`src/rtl/load_store_unit.sv`:
```
// Load/store sequencer between the execute stage and a byte-wide data RAM.
// Splits word/half/byte accesses into little-endian byte beats and extends loaded data.
module load_store_unit #(
  parameter int WIDTH      = 32,
  parameter int ADDR_WIDTH = 17
) (
  input  logic                  i_clk,
  input  logic                  i_rst,
  input  logic                  i_req_valid,
  output logic                  o_req_ready,
  input  logic                  i_req_we,
  input  logic [1:0]            i_req_mode,
  input  logic                  i_req_unsigned,
  input  logic [WIDTH-1:0]      i_req_addr,
  input  logic [WIDTH-1:0]      i_req_wdata,
  output logic                  o_resp_valid,
  output logic [WIDTH-1:0]      o_resp_rdata,
  output logic                  o_resp_misaligned,
  output logic [ADDR_WIDTH-1:0] o_mem_addr,
  output logic                  o_mem_we,
  output logic [7:0]            o_mem_wdata,
  input  logic [7:0]            i_mem_rdata
);

  typedef enum logic [1:0] {IDLE, ACCESS, RESP} state_t;

  state_t                r_state;
  state_t                w_next_state;
  logic                  r_we;
  logic [1:0]            r_mode;
  logic                  r_unsigned;
  logic [ADDR_WIDTH-1:0] r_addr;
  logic [WIDTH-1:0]      r_wdata;
  logic [1:0]            r_beats_m1;
  logic [1:0]            r_count;
  logic [WIDTH-1:0]      r_rdata_buf;
  logic [WIDTH-1:0]      w_load_word;
  logic                  w_accept;
  logic                  w_misaligned;
  logic                  w_last_beat;
  logic                  w_unused_addr_hi;

  // Byte/half extension from bit 7/15; the sign bit is masked for unsigned loads.
  function automatic logic [WIDTH-1:0] extend_load(input logic [WIDTH-1:0] word,
                                                   input logic [1:0]       mode,
                                                   input logic             uns);
    case (mode)
      2'b00:   extend_load = {{(WIDTH-8){word[7] & ~uns}}, word[7:0]};
      2'b01:   extend_load = {{(WIDTH-16){word[15] & ~uns}}, word[15:0]};
      default: extend_load = word;
    endcase
  endfunction

  assign w_unused_addr_hi = &{1'b0, i_req_addr[WIDTH-1:ADDR_WIDTH]};
  assign w_accept         = (r_state == IDLE) && i_req_valid;
  assign w_last_beat      = (r_count == r_beats_m1);
  assign w_misaligned     = (i_req_mode == 2'b11) ||
                            ((i_req_mode == 2'b01) && i_req_addr[0]) ||
                            ((i_req_mode == 2'b10) && (i_req_addr[1:0] != 2'b00));

  // Current beat's RAM byte merged into the lane buffer, so the final beat needs no extra cycle.
  always_comb begin
    w_load_word = r_rdata_buf;
    w_load_word[{r_count, 3'b000} +: 8] = i_mem_rdata;
  end

  always_ff @(posedge i_clk) begin
    if (i_rst) r_state <= IDLE;
    else       r_state <= w_next_state;
  end

  always_comb begin
    w_next_state = r_state;
    case (r_state)
      IDLE:    if (i_req_valid) w_next_state = w_misaligned ? RESP : ACCESS;
      ACCESS:  if (w_last_beat) w_next_state = RESP;
      RESP:    w_next_state = IDLE;
      default: w_next_state = IDLE;
    endcase
  end

  // Aligned bases have zero low bits wherever the beat count is non-zero, so OR is a carry-free add.
  always_comb begin
    o_req_ready  = (r_state == IDLE);
    o_resp_valid = (r_state == RESP);
    o_mem_we     = (r_state == ACCESS) && r_we;
    o_mem_addr   = {r_addr[ADDR_WIDTH-1:2], r_addr[1:0] | r_count};
    o_mem_wdata  = r_wdata[{r_count, 3'b000} +: 8];
  end

  always_ff @(posedge i_clk) begin
    if (i_rst) begin
      r_count           <= 2'd0;
      o_resp_rdata      <= '0;
      o_resp_misaligned <= 1'b0;
    end else begin
      case (r_state)
        IDLE: begin
          r_count <= 2'd0;
          if (i_req_valid && w_misaligned) begin
            o_resp_rdata      <= '0;
            o_resp_misaligned <= 1'b1;
          end
        end
        ACCESS: begin
          r_count <= r_count + 2'd1;
          if (w_last_beat) begin
            o_resp_rdata      <= r_we ? '0 : extend_load(w_load_word, r_mode, r_unsigned);
            o_resp_misaligned <= 1'b0;
          end
        end
        default: r_count <= 2'd0;
      endcase
    end
  end

  always_ff @(posedge i_clk) begin
    if (w_accept) begin
      r_we       <= i_req_we;
      r_mode     <= i_req_mode;
      r_unsigned <= i_req_unsigned;
      r_addr     <= i_req_addr[ADDR_WIDTH-1:0];
      r_wdata    <= i_req_wdata;
      r_beats_m1 <= (i_req_mode == 2'b00) ? 2'd0 : (i_req_mode == 2'b01) ? 2'd1 : 2'd3;
    end
    if ((r_state == ACCESS) && !r_we)
      r_rdata_buf[{r_count, 3'b000} +: 8] <= i_mem_rdata;
  end

endmodule

```
`config.mk`:
```
export PLATFORM = sky130hd
export DESIGN_NAME = load_store_unit
export DESIGN_NICKNAME = d
export VERILOG_FILES = /design/src/rtl/load_store_unit.sv
export SDC_FILE = /design/constraint.sdc
export NUM_CORES = 1
export LEC_CHECK = 0
export CAP_MARGIN = 5
export CORE_MARGIN = 1.5
export CORE_UTILIZATION = 35
export CTS_BUF_LIST = sky130_fd_sc_hd__clkbuf_8 sky130_fd_sc_hd__clkbuf_16
export CTS_CLUSTER_DIAMETER = 100
export CTS_CLUSTER_SIZE = 40
export DETAILED_ROUTE_END_ITERATION = 16
export GPL_TIMING_DRIVEN = 0
export PLACE_DENSITY = 0.65
export SYNTH_ARGS = -nofsm -noshare
export SYNTH_HDL_FRONTEND = slang
export SYNTH_SLANG_ARGS = --single-unit
```
`constraint.sdc`:
```
create_clock -name i_clk -period 6.6 [get_ports i_clk]
set_clock_uncertainty 0.1 [all_clocks]
set_input_delay 0.66 -clock i_clk [delete_from_list [all_inputs] [get_ports i_clk]]
set_output_delay 0.66 -clock i_clk [all_outputs]
set_load 0.02 [all_outputs]
```
==> reports/qor.yml, run 1 <==
critical_path:
  worstSetupStartpointType: "flip-flop"
  path_buf_inv: 3
  critPathMaxStageDelay_ns: 0.57
  cp_max_fo: 10
  slowest_stage: "clkdlybuf4s50_1"
  timing.rr.start: "r_count[1]"
  worst-r2r-setup-slack_ns: 3.64
  r2r-end: "o_resp_rdata[8]"
  cp-end-kind: "output pin"
  path_cells: "buf_4, buf_2, mux4_2, clkdlybuf4s50_1"
  crit_type: "flip-flop to output pin"
  startpoint: "r_count[0]"
  critPathTopFamily: "buffers and inverters"
  worstRegToRegCells: 8
  required_ns: 5.84
  crit_arrival_ns: 2.42
logic_synthesis:
  ys_ff_latch: 124
  synth_top_family_by_area: "compound AO/OA/AOI/OAI gates"
  yosys_warnings: 0
  ys_seq_area_share_pct: 67.0
  synth_edf_count: 87
  synthCells: 357
  synthesis.area_sq_um: 5000
  synthArstFlopShare_pct: 0
  ys.flop_type: "edfxtp_1"
  synth_cell_types: 51
  synth_nets: 441
  yosys.area_share.simple_pct: 10.9
  synth_compound_area_share_pct: 11.6
  synth_mux_area_share_pct: 3.60
  synth-xor-area-share_pct: 0.700
  synthAdderAreaFrac_pct: 1.25
  avgSynthCellArea_sq_um: 14.0
global_routing:
  gr-total-overflow: 0
  grt_start_max_net_pins: 34
  grt_pass1_wl_microns: 17800
  use_met3_pct: 7.67
  antenna_found_initial: 0
  grt_pass1_vias: 3407
  grtUsageMet1_pct: 19.1
  grt_use_total_pct: 16.1
  top_usage_layer: "met2"
  gr-usage-met2_pct: 25.0
cts:
  htree_num_levels: 4
  cts.path.max_buffers: 2
  tritoncts_num_sinks: 124
  insertion_delay_ns: 0.41
  cts_resized: 0
  cts_root_buf: "clkbuf_16"
  clk_pin_slew_ns: 0.05
  cts_tree: "yes"
  hold_buffers: 0
  cts_setup_buffers: 0
  cts_buffers: 17
finish:
  num-fill-cells: 1194
  num_antenna_cells: 0
  multiInputGateArea_sq_um: 1420
  final_util_pct: 50.7
  fin_nets: 586
  seqCellArea_sq_um: 3350
  syn2layout_area_growth_pct: 41.0
  final_layout_size_suffix_gt1_share_pct: 14.4
sta:
  max_slew_margin_pct: 35.6
  fin_crit_sh_pct: 48.1
  fin_ws_ns: 3.42
  hold_viol: 0
  period_needed_ns: 3.18
  worstMarginPinSlew_ns: 0.964
  fmax_ghz: 0.315
  slew_viol_final: 0
  finalSetupViolCount: 0
  rsz0062_at_grt: "no"
  hold_ws_ns: 0.359
  setup_tns_ns: 0
drt:
  drt_first_iter_violations: 227
  vias: 3441
  wirelength_microns: 11400
  wl_per_cell_microns: 16.4
  postRouteAntennaNets: 0
  drc: 0
  dr.pass1.iters: 5
  routed_via_density: 4.95
power:
  switching_share_pct: 21.8
  p_leak_nw: 2.71
  pwr-share-seq_pct: 46.5
  p_sw_uw: 417
  cellInternalPower_mw: 1.50
  combinationalPowerShare_pct: 9.8
  p_per_area_nw_per_um2: 271
  clkPwrFrac_pct: 43.7
  ir_drop_mv: 0.171
floorplan:
  row_count: 43
  die_h_microns: 123
  dieArea_sq_um: 15000
  io_pins: 140
  die_x_microns: 123
  start_util_pct: 35.9
  core_area_sq_um: 13900
status:
  status: "finished clean"
worst_hold_path:
  hold_depth: 1
  hold_class: "flip-flop to flip-flop"
  min_from: "o_resp_rdata[22]"
  min_to: "o_resp_rdata[22]"
place:
  gp_congestion: 0.803
  io_buffers: 123
  dp_hpwl_microns: 8180
  pre_cts_ws_ns: 3.40
job:
  cap_violations: 0
final cells by class:
| cell class | instances | share of cell area [%] |
|---|---|---|
| buffer | 31 | 2.94 |
| clock buffer | 19 | 6.42 |
| clock inverter | 13 | 1.22 |
| inverter | 11 | 0.585 |
| multi-input combinational | 191 | 20.1 |
| sequential | 124 | 47.5 |
| tap | 180 | 3.19 |
| timing repair buffer | 126 | 18.1 |
synthesized netlist by cell type (all sizes together), types with 10 or more instances:
cell type  count  share of area (%)
a211o         16                2.8
a21oi         18                1.8
a22o          10                1.7
buf           24                3.6
dfxtp         37                 15
edfxtp        87                 52
inv           10               0.75
nand2         29                2.2
nand2b        19                2.4
nand3         16                1.6
o21ai         10                1.0
layout by cell type, fill, tap and decap left out, types with 2 or more instances in the layout:
cell type,netlist,final
nor3_1,4,4
clkinv_2,0,6
clkbuf_8,0,2
clkbuf_1,7,7
ha_1,5,5
mux4_2,8,8
nand2_1,29,29
and2b_1,2,2
buf_4,16,16
o211ai_1,2,2
clkdlybuf4s50_1,0,123
nand3_1,16,16
or2_2,3,3
buf_6,2,2
buf_8,1,4
a221o_1,8,8
nor2_1,6,5
nand2b_1,19,19
clkinv_1,1,2
o21ai_0,10,10
a211o_1,16,16
edfxtp_1,87,87
o2bb2ai_1,3,3
nor3_2,2,2
xnor2_1,2,2
buf_2,4,4
a21oi_1,18,18
clkbuf_16,0,17
nor2b_1,2,2
inv_1,10,14
a22o_1,10,10
dfxtp_1,37,37
nor3b_1,3,3
xor2_1,2,2
logic make-up (layout without fill, tap and decap cells):
kind of cell	after synthesis	in the layout
AO/OA/AOI/OAI	76	76
XOR/XNOR	4	4
adder cells (fa/ha/maj)	5	5
multiplexers	8	8
AND/OR/NAND/NOR	98	98
buffers and inverters	42	200
flip-flops	124	124
power by group through the flow:
stage	clock [mW]	sequential [mW]	combinational, mW
after floorplan	0	0.905	0.0881
after global placement	0	0.907	0.179
after detailed placement	0	0.906	0.188
after CTS	0.853	0.890	0.190
after global routing	0.892	0.893	0.201
final	0.837	0.890	0.188
state kept, by name (all words and copies together), names as in the netlist:
name	count
o_resp_rdata	32
r_rdata_buf	32
r_wdata	32
r_addr	17
r_beats_m1	2
r_count	2
r_mode	2
r_state	2
o_resp_misaligned	1
r_unsigned	1
r_we	1
stage by stage:
| stage | power (mW) | std cells | area [sq um] |
|---|---|---|---|
| 6_report | 1.91 | 695 | 7060 |
| 5_1_grt | 1.99 | 695 | 7060 |
| 4_1_cts | 1.93 | 695 | 7060 |
| 3_5_place_dp | 1.09 | 663 | 6520 |
| 3_3_place_gp | 1.09 | 660 | 6460 |
| 2_1_floorplan | 0.993 | 357 | 5000 |
worst max path at each step:
stage | end | depth (start not counted)
floorplan | o_resp_rdata[12] | 5
global placement | o_resp_rdata[17] | 6
detailed placement | o_resp_rdata[23] | 7
CTS | o_mem_wdata[4] | 4
global route | o_mem_wdata[4] | 4
finish | o_mem_wdata[6] | 4
layer usage:
layer  routed length (microns)  part of all wire, %
met3                      1280                   11
met4                       172                  1.5
met1                      4740                   42
met2                      5190                   46
met5                         0                    0
Power figures use the tool's default switching activity.
==> run 2: changes to the inputs <==
- PLACE_DENSITY: 0.65 -> 0.67
- clock period: 6.6 -> 2.6 ns (I/O delays scaled with it)
==> run 2 against run 1 <==
Compared with the run above:
- non-clock buffer count grew 4
- sequential share of layout area shrank 0.60 points
- first-iteration DRC count shrank 24%
- wire length grew 0.34%
- global-route usage shrank 0.18 points
- worst setup slack lost 3.3 ns
==> reports/qor.yml, run 2 (synthesis results as in run 1) <==
status:
  status: "finished clean"
job:
  cap_violations: 0  # unchanged
place:
  dpl_cell_area_sq_um: 6530  # +0.12%
  gp_congestion: 0.812  # +1.1%
  io_buffers: 123  # unchanged
  dp_hpwl_microns: 8190  # +0.19%
critical_path:
  timing.rr.start: "r_count[1]"
  slowest_stage: "ha_2"
  crit_arrival_ns: 2.63  # +0.21 ns
  cp-end-kind: "flip-flop"
  r2r-end: "o_resp_rdata[26]"
  worstRegToRegCells: 8  # unchanged
  path_cells: "buf_4, inv_1, ha_2, nor2_4, a31o_2, o2111a_4, buf_8, a211o_1"
  crit_type: "flip-flop to flip-flop"
  critPathMaxStageDelay_ns: 0.42  # -0.15 ns
  worst-r2r-setup-slack_ns: 0.17  # -3.47 ns
  required_ns: 2.80  # -3.04 ns
  worstSetupStartpointType: "flip-flop"
  cp_max_fo: 10  # unchanged
cts:
  clk_pin_slew_ns: 0.06  # about the same
  tritoncts_num_sinks: 124  # unchanged
  cts_buffers: 17  # unchanged
  cts_root_buf: "clkbuf_16"
  htree_num_levels: 4  # unchanged
  cts.path.max_buffers: 2  # unchanged
  cts_tree: "yes"
  insertion_delay_ns: 0.41  # about the same
drt:
  drt_first_iter_violations: 173  # -24%
  wl_per_cell_microns: 16.3  # -0.23%
  routed_via_density: 4.96  # +0.18%
  dr.pass1.iters: 5  # unchanged
  vias: 3467  # +0.76%
  drc: 0  # unchanged
  wirelength_microns: 11400  # +0.34%
  postRouteAntennaNets: 0  # unchanged
worst_hold_path:
  min_from: "i_rst"
  min_to: "o_resp_misaligned"
  hold_depth: 2  # +1
  hold_class: "input port to flip-flop"
global_routing:
  grt_use_total_pct: 15.9  # -0.18 points
  gr-total-overflow: 0  # unchanged
  grt_pass1_wl_microns: 17600  # -1.1%
  antenna_found_initial: 0  # unchanged
  grt_pass1_vias: 3491  # +2.5%
  grt_start_max_net_pins: 34  # unchanged
finish:
  final_layout_size_suffix_gt1_share_pct: 16.8  # +2.4 points
  final_common_cell: "clkdlybuf4s50_1"
  fin_nets: 590  # +0.68%
  layout_common_cells: "clkdlybuf4s50_1, edfxtp_1, dfxtp_1"
  num_antenna_cells: 0  # unchanged
  syn2layout_area_growth_pct: 43.1
  reg_top3: "o_resp_rdata (32), r_rdata_buf (32), r_wdata (32)"
  fin_area_sq_um: 7160  # +1.5%
power:
  power_mw: 5.08  # +170%
  p_leak_nw: 2.75  # +1.7%
  p_per_area_nw_per_um2: 709  # +160%
  ir_drop_mv: 0.454  # +160%
floorplan:
  dieArea_sq_um: 15000  # unchanged
  io_pins: 140  # unchanged
  start_util_pct: 35.9  # unchanged
  die_x_microns: 123  # unchanged
  row_count: 43  # unchanged
  core_area_sq_um: 13900  # unchanged
  die_h_microns: 123  # unchanged
sta:
  hold_viol: 0  # unchanged
  setup_tns_ns: 0  # unchanged
  max_slew_margin_pct: 37.2  # +1.7 points
  rsz0062_at_grt: "no"
  period_needed_ns: 2.43
  fmax_ghz: 0.412
  worstMarginPinSlew_ns: 0.939  # -0.0248 ns
  slew_viol_final: 0  # unchanged
  fin_crit_sh_pct: 93.4
  finalSetupViolCount: 0  # unchanged
==> run 2: changes by cell type in the layout (fill, tap and decap cells not counted), moves of 2 or more <==
cell,previous run,this run
buf_2,4,1
clkinv_4,0,4
clkinv_2,6,1
dfxtp_2,0,2
clkdlybuf4s50_1,123,115
buf_8,4,2
dfxtp_1,37,34
inv_1,14,10
clkbuf_8,2,0
buf_4,16,24
dlygate4sd2_1,0,8
inv_6,0,6
==> run 2: per-stage QoR <==
step                setup slack, ns  instances  utilization [%]  hold slack, ns
finish                        0.172        699             51.4           0.106
global route                 0.0875        699             51.4           0.147
CTS                         0.00452        694             51.1          0.0956
detailed placement           -0.370        662             46.8           0.353
global placement              -1.52        660             46.5           0.347
floorplan                    -0.449        357                -           0.259
==> run 2: worst max path at each step <==
stage,start,to,depth (start not counted)
6_report,r_count[1],o_resp_rdata[26],8
3_3_place_gp,i_req_valid,o_resp_rdata[12],6
2_1_floorplan,r_state[0],o_resp_rdata[12],5
4_1_cts,r_count[1],o_resp_rdata[11],8
5_1_grt,r_count[1],o_resp_rdata[22],8
3_5_place_dp,r_count[1],o_resp_rdata[11],8
==> run 2: timing repair <==
item / CTS / global route
buffers inserted: 0 / 5
hold buffers: 0 / 0
pin swaps: 0 / 1
resized for setup: 12 / 3
setup endpoints to repair: 47 / 31
==> run 2: layer usage <==
metal / global-route usage [%] / up-vias / wire length [microns]
met5: 0 / - / 0
li1: - / 1640 / -
met3: 6.41 / 19 / 1150
met4: 8.43 / 0 / 286
met2: 24.8 / 153 / 5230
met1: 18.9 / 1655 / 4760
==> run 2: final cells by class <==
type	instances	area, sq um
well taps	180	225
multi-input cells	191	1420
inverters	11	41.3
clock buffers	17	425
fillers	1221	6770
flip-flops and latches	124	3360
clock inverters	15	164
plain buffers	31	223
repair buffers	130	1300
==> run 2: critical path: cells and delay by family (launching register included) <==
| family | cells | cell delay (ns) |
|---|---|---|
| adders and majority gates | 1 | 0.42 |
| buffers and inverters | 3 | 0.48 |
| AOI/OAI and AO/OA | 3 | 0.86 |
| and+or+nand+nor | 1 | 0.08 |
| DFF | 1 | 0.39 |
==> run 2: power breakdown <==
| part | switching, mW | internal, mW | total [mW] | leakage [nW] |
|---|---|---|---|---|
| combinational | 0.235 | 0.250 | 0.485 | 1.34 |
| clock | 0.909 | 1.43 | 2.34 | 0.287 |
| sequential | 0.0352 | 2.22 | 2.26 | 1.12 |
| total | 1.18 | 3.90 | 5.08 | 2.75 |
==> run 3: changes to the inputs <==
- CAP_MARGIN: 5 -> default
- CTS_BUF_LIST: sky130_fd_sc_hd__clkbuf_8 sky130_fd_sc_hd__clkbuf_16 -> sky130_fd_sc_hd__clkbuf_4
- clock period: 2.6 -> 2.2 ns (I/O delays scaled with it)
==> run 3 against run 2 <==
Compared with the run above:
- core utilization down 0.43 points
- via count up 2.0%
- non-clock buffer count up 12
- first-iteration DRC count up 52%
- global-route usage up 0.32 points
- cell area down 0.84%
- critical path type unchanged
- largest power group is now registers
- highest routed layer unchanged
==> reports/qor.yml, run 3 (synthesis results as in run 1) <==
drt:
  wirelength_microns: 11700  # +2.7%
  drt_first_iter_violations: 263  # +52%
  vias: 3535  # +2.0%
  routed_via_density: 4.97  # +0.24%
  drc: 0  # unchanged
  postRouteAntennaNets: 0  # unchanged
  wl_per_cell_microns: 16.5  # +0.94%
  dr.pass1.iters: 5  # unchanged
critical_path:
  path_cells: "buf_8, inv_2, ha_1, clkinv_1, nor4_2, a22o_1, a221o_1"
  critPathMaxStageDelay_ns: 0.38  # -0.04 ns
  required_ns: 2.58  # -0.22 ns
  cp_max_fo: 10  # unchanged
  cp-end-kind: "flip-flop"
  crit_type: "flip-flop to flip-flop"
  crit_arrival_ns: 2.51  # -0.12 ns
  worstSetupStartpointType: "flip-flop"
  slowest_stage: "nor4_2"
floorplan:
  die_h_microns: 123  # unchanged
  die_x_microns: 123  # unchanged
  start_util_pct: 35.9  # unchanged
  io_pins: 140  # unchanged
  core_area_sq_um: 13900  # unchanged
  dieArea_sq_um: 15000  # unchanged
  row_count: 43  # unchanged
place:
  dp_hpwl_microns: 8050  # -1.7%
  gp_congestion: 0.806  # -0.70%
  io_buffers: 123  # unchanged
sta:
  slew_viol_final: 0  # unchanged
  fmax_ghz: 0.469  # +14%
  worstMarginPinSlew_ns: 0.965  # +0.0262 ns
  fin_crit_sh_pct: 96.9  # +3.5 points
  setup_tns_ns: 0  # unchanged
  max_slew_margin_pct: 35.5  # -1.8 points
  rsz0062_at_grt: "yes"
  finalSetupViolCount: 0  # unchanged
  period_needed_ns: 2.13  # -0.296 ns
  hold_ws_ns: 0.122  # +0.0160 ns
  hold_viol: 0  # unchanged
power:
  p_per_area_nw_per_um2: 711  # +0.21%
  ir_drop_mv: 0.458  # +0.87%
  p_leak_nw: 2.72  # -1.3%
finish:
  final_util_pct: 51.0  # -0.43 points
  layout_common_cells: "clkdlybuf4s50_1, edfxtp_1, buf_4, dfxtp_1, nand2_1"
  final_common_cell: "clkdlybuf4s50_1"
  reg_top3: "o_resp_rdata (32), r_rdata_buf (32), r_wdata (32)"
  fin_nets: 602  # +2.0%
  num_antenna_cells: 0  # unchanged
  final_layout_size_suffix_gt1_share_pct: 22.2  # +5.5 points
  syn2layout_area_growth_pct: 41.9
cts:
  cts_buffers: 17  # unchanged
  htree_num_levels: 4  # unchanged
  cts_tree: "yes"
  cts.path.max_buffers: 2  # unchanged
  insertion_delay_ns: 0.54  # +0.13 ns
  tritoncts_num_sinks: 124  # unchanged
  clk_pin_slew_ns: 0.12  # +0.06 ns
  cts_root_buf: "clkbuf_4"
global_routing:
  grt_pass1_vias: 3569  # +2.2%
  grt_start_max_net_pins: 34  # unchanged
  grt_use_total_pct: 16.3  # +0.32 points
  gr-total-overflow: 0  # unchanged
  antenna_found_initial: 0  # unchanged
  grt_pass1_wl_microns: 18200  # +3.0%
status:
  status: "finished clean"
job:
  cap_violations: 0  # unchanged
worst_hold_path:
  hold_class: "input port to flip-flop"
-- run 3: cell types whose count changed in the layout (fill, tap and decap cells not counted), sizes merged, moves of 2 or more --
cell,change
clkinvlp,+4
inv,-7
clkdlybuf4s50,-3
buf,+20
dlygate4sd2,-5
bufinv,+2
-- run 3: worst max-delay path, delay by kind of cell, from the launching register on --
kind | cells | cell delay (ns)
AND/OR/NAND/NOR | 1 | 0.38
flip-flops | 1 | 0.37
adder cells (fa/ha/maj) | 1 | 0.29
buffers and inverters | 3 | 0.55
AO/OA/AOI/OAI | 2 | 0.38
-- run 3: per-layer routing --
layer | wire length [microns] | vias up | global-route usage (%)
met2 | 5510 | 161 | 25.5
met4 | 193 | 0 | 6.03
li1 | - | 1668 | -
met3 | 1230 | 18 | 7.53
met5 | 0 | - | 0
met1 | 4790 | 1688 | 19.5
-- run 3: report_power, final --
| part | switching [mW] | internal [mW] | total, mW |
|---|---|---|---|
| combinational | 0.287 | 0.306 | 0.594 |
| clock | 0.895 | 0.898 | 1.79 |
| sequential | 0.0414 | 2.62 | 2.66 |
| total | 1.22 | 3.82 | 5.05 |
-- run 3: repair_timing --
action | in CTS | in global routing
pin swaps | 4 | 6
resized for setup | 56 | 15
gates cloned | 0 | 1
endpoints found under the hold margin | 5 | 0
hold buffers | 1 | 0
endpoints found under the setup margin | 75 | 45
buffers inserted | 10 | 8
-- run 3: worst paths after layout --
path	start	end	slack (ns)	depth (start not counted)
max	r_count[1]	o_resp_rdata[11]	0.07	7
min	i_req_wdata[15]	r_wdata[15]	0.12	1
max reg2reg	r_count[1]	o_resp_rdata[11]	0.07	7
min reg2reg	o_resp_rdata[16]	o_resp_rdata[16]	0.37	1
-- run 3: final cells by class --
class | count | area, sq um
Buffer | 28 | 226
Clock buffer | 17 | 128
Clock inverter | 15 | 199
Fill cell | 1228 | 6830
Inverter | 11 | 45.0
Multi-Input combinational cell | 191 | 1500
Sequential cell | 124 | 3370
Tap cell | 180 | 225
Timing Repair Buffer | 145 | 1410
-- run 3: metrics by stage --
step | setup slack [ns] | std cells | area, sq um | total power, mW
global placement | -1.87 | 660 | 6480 | 3.26
global route | -0.0156 | 711 | 7100 | 5.25
detailed placement | -0.806 | 662 | 6530 | 3.29
floorplan | -0.849 | 357 | 5020 | 2.98
CTS | -0.0349 | 704 | 6960 | 5.08
finish | 0.0688 | 711 | 7100 | 5.05
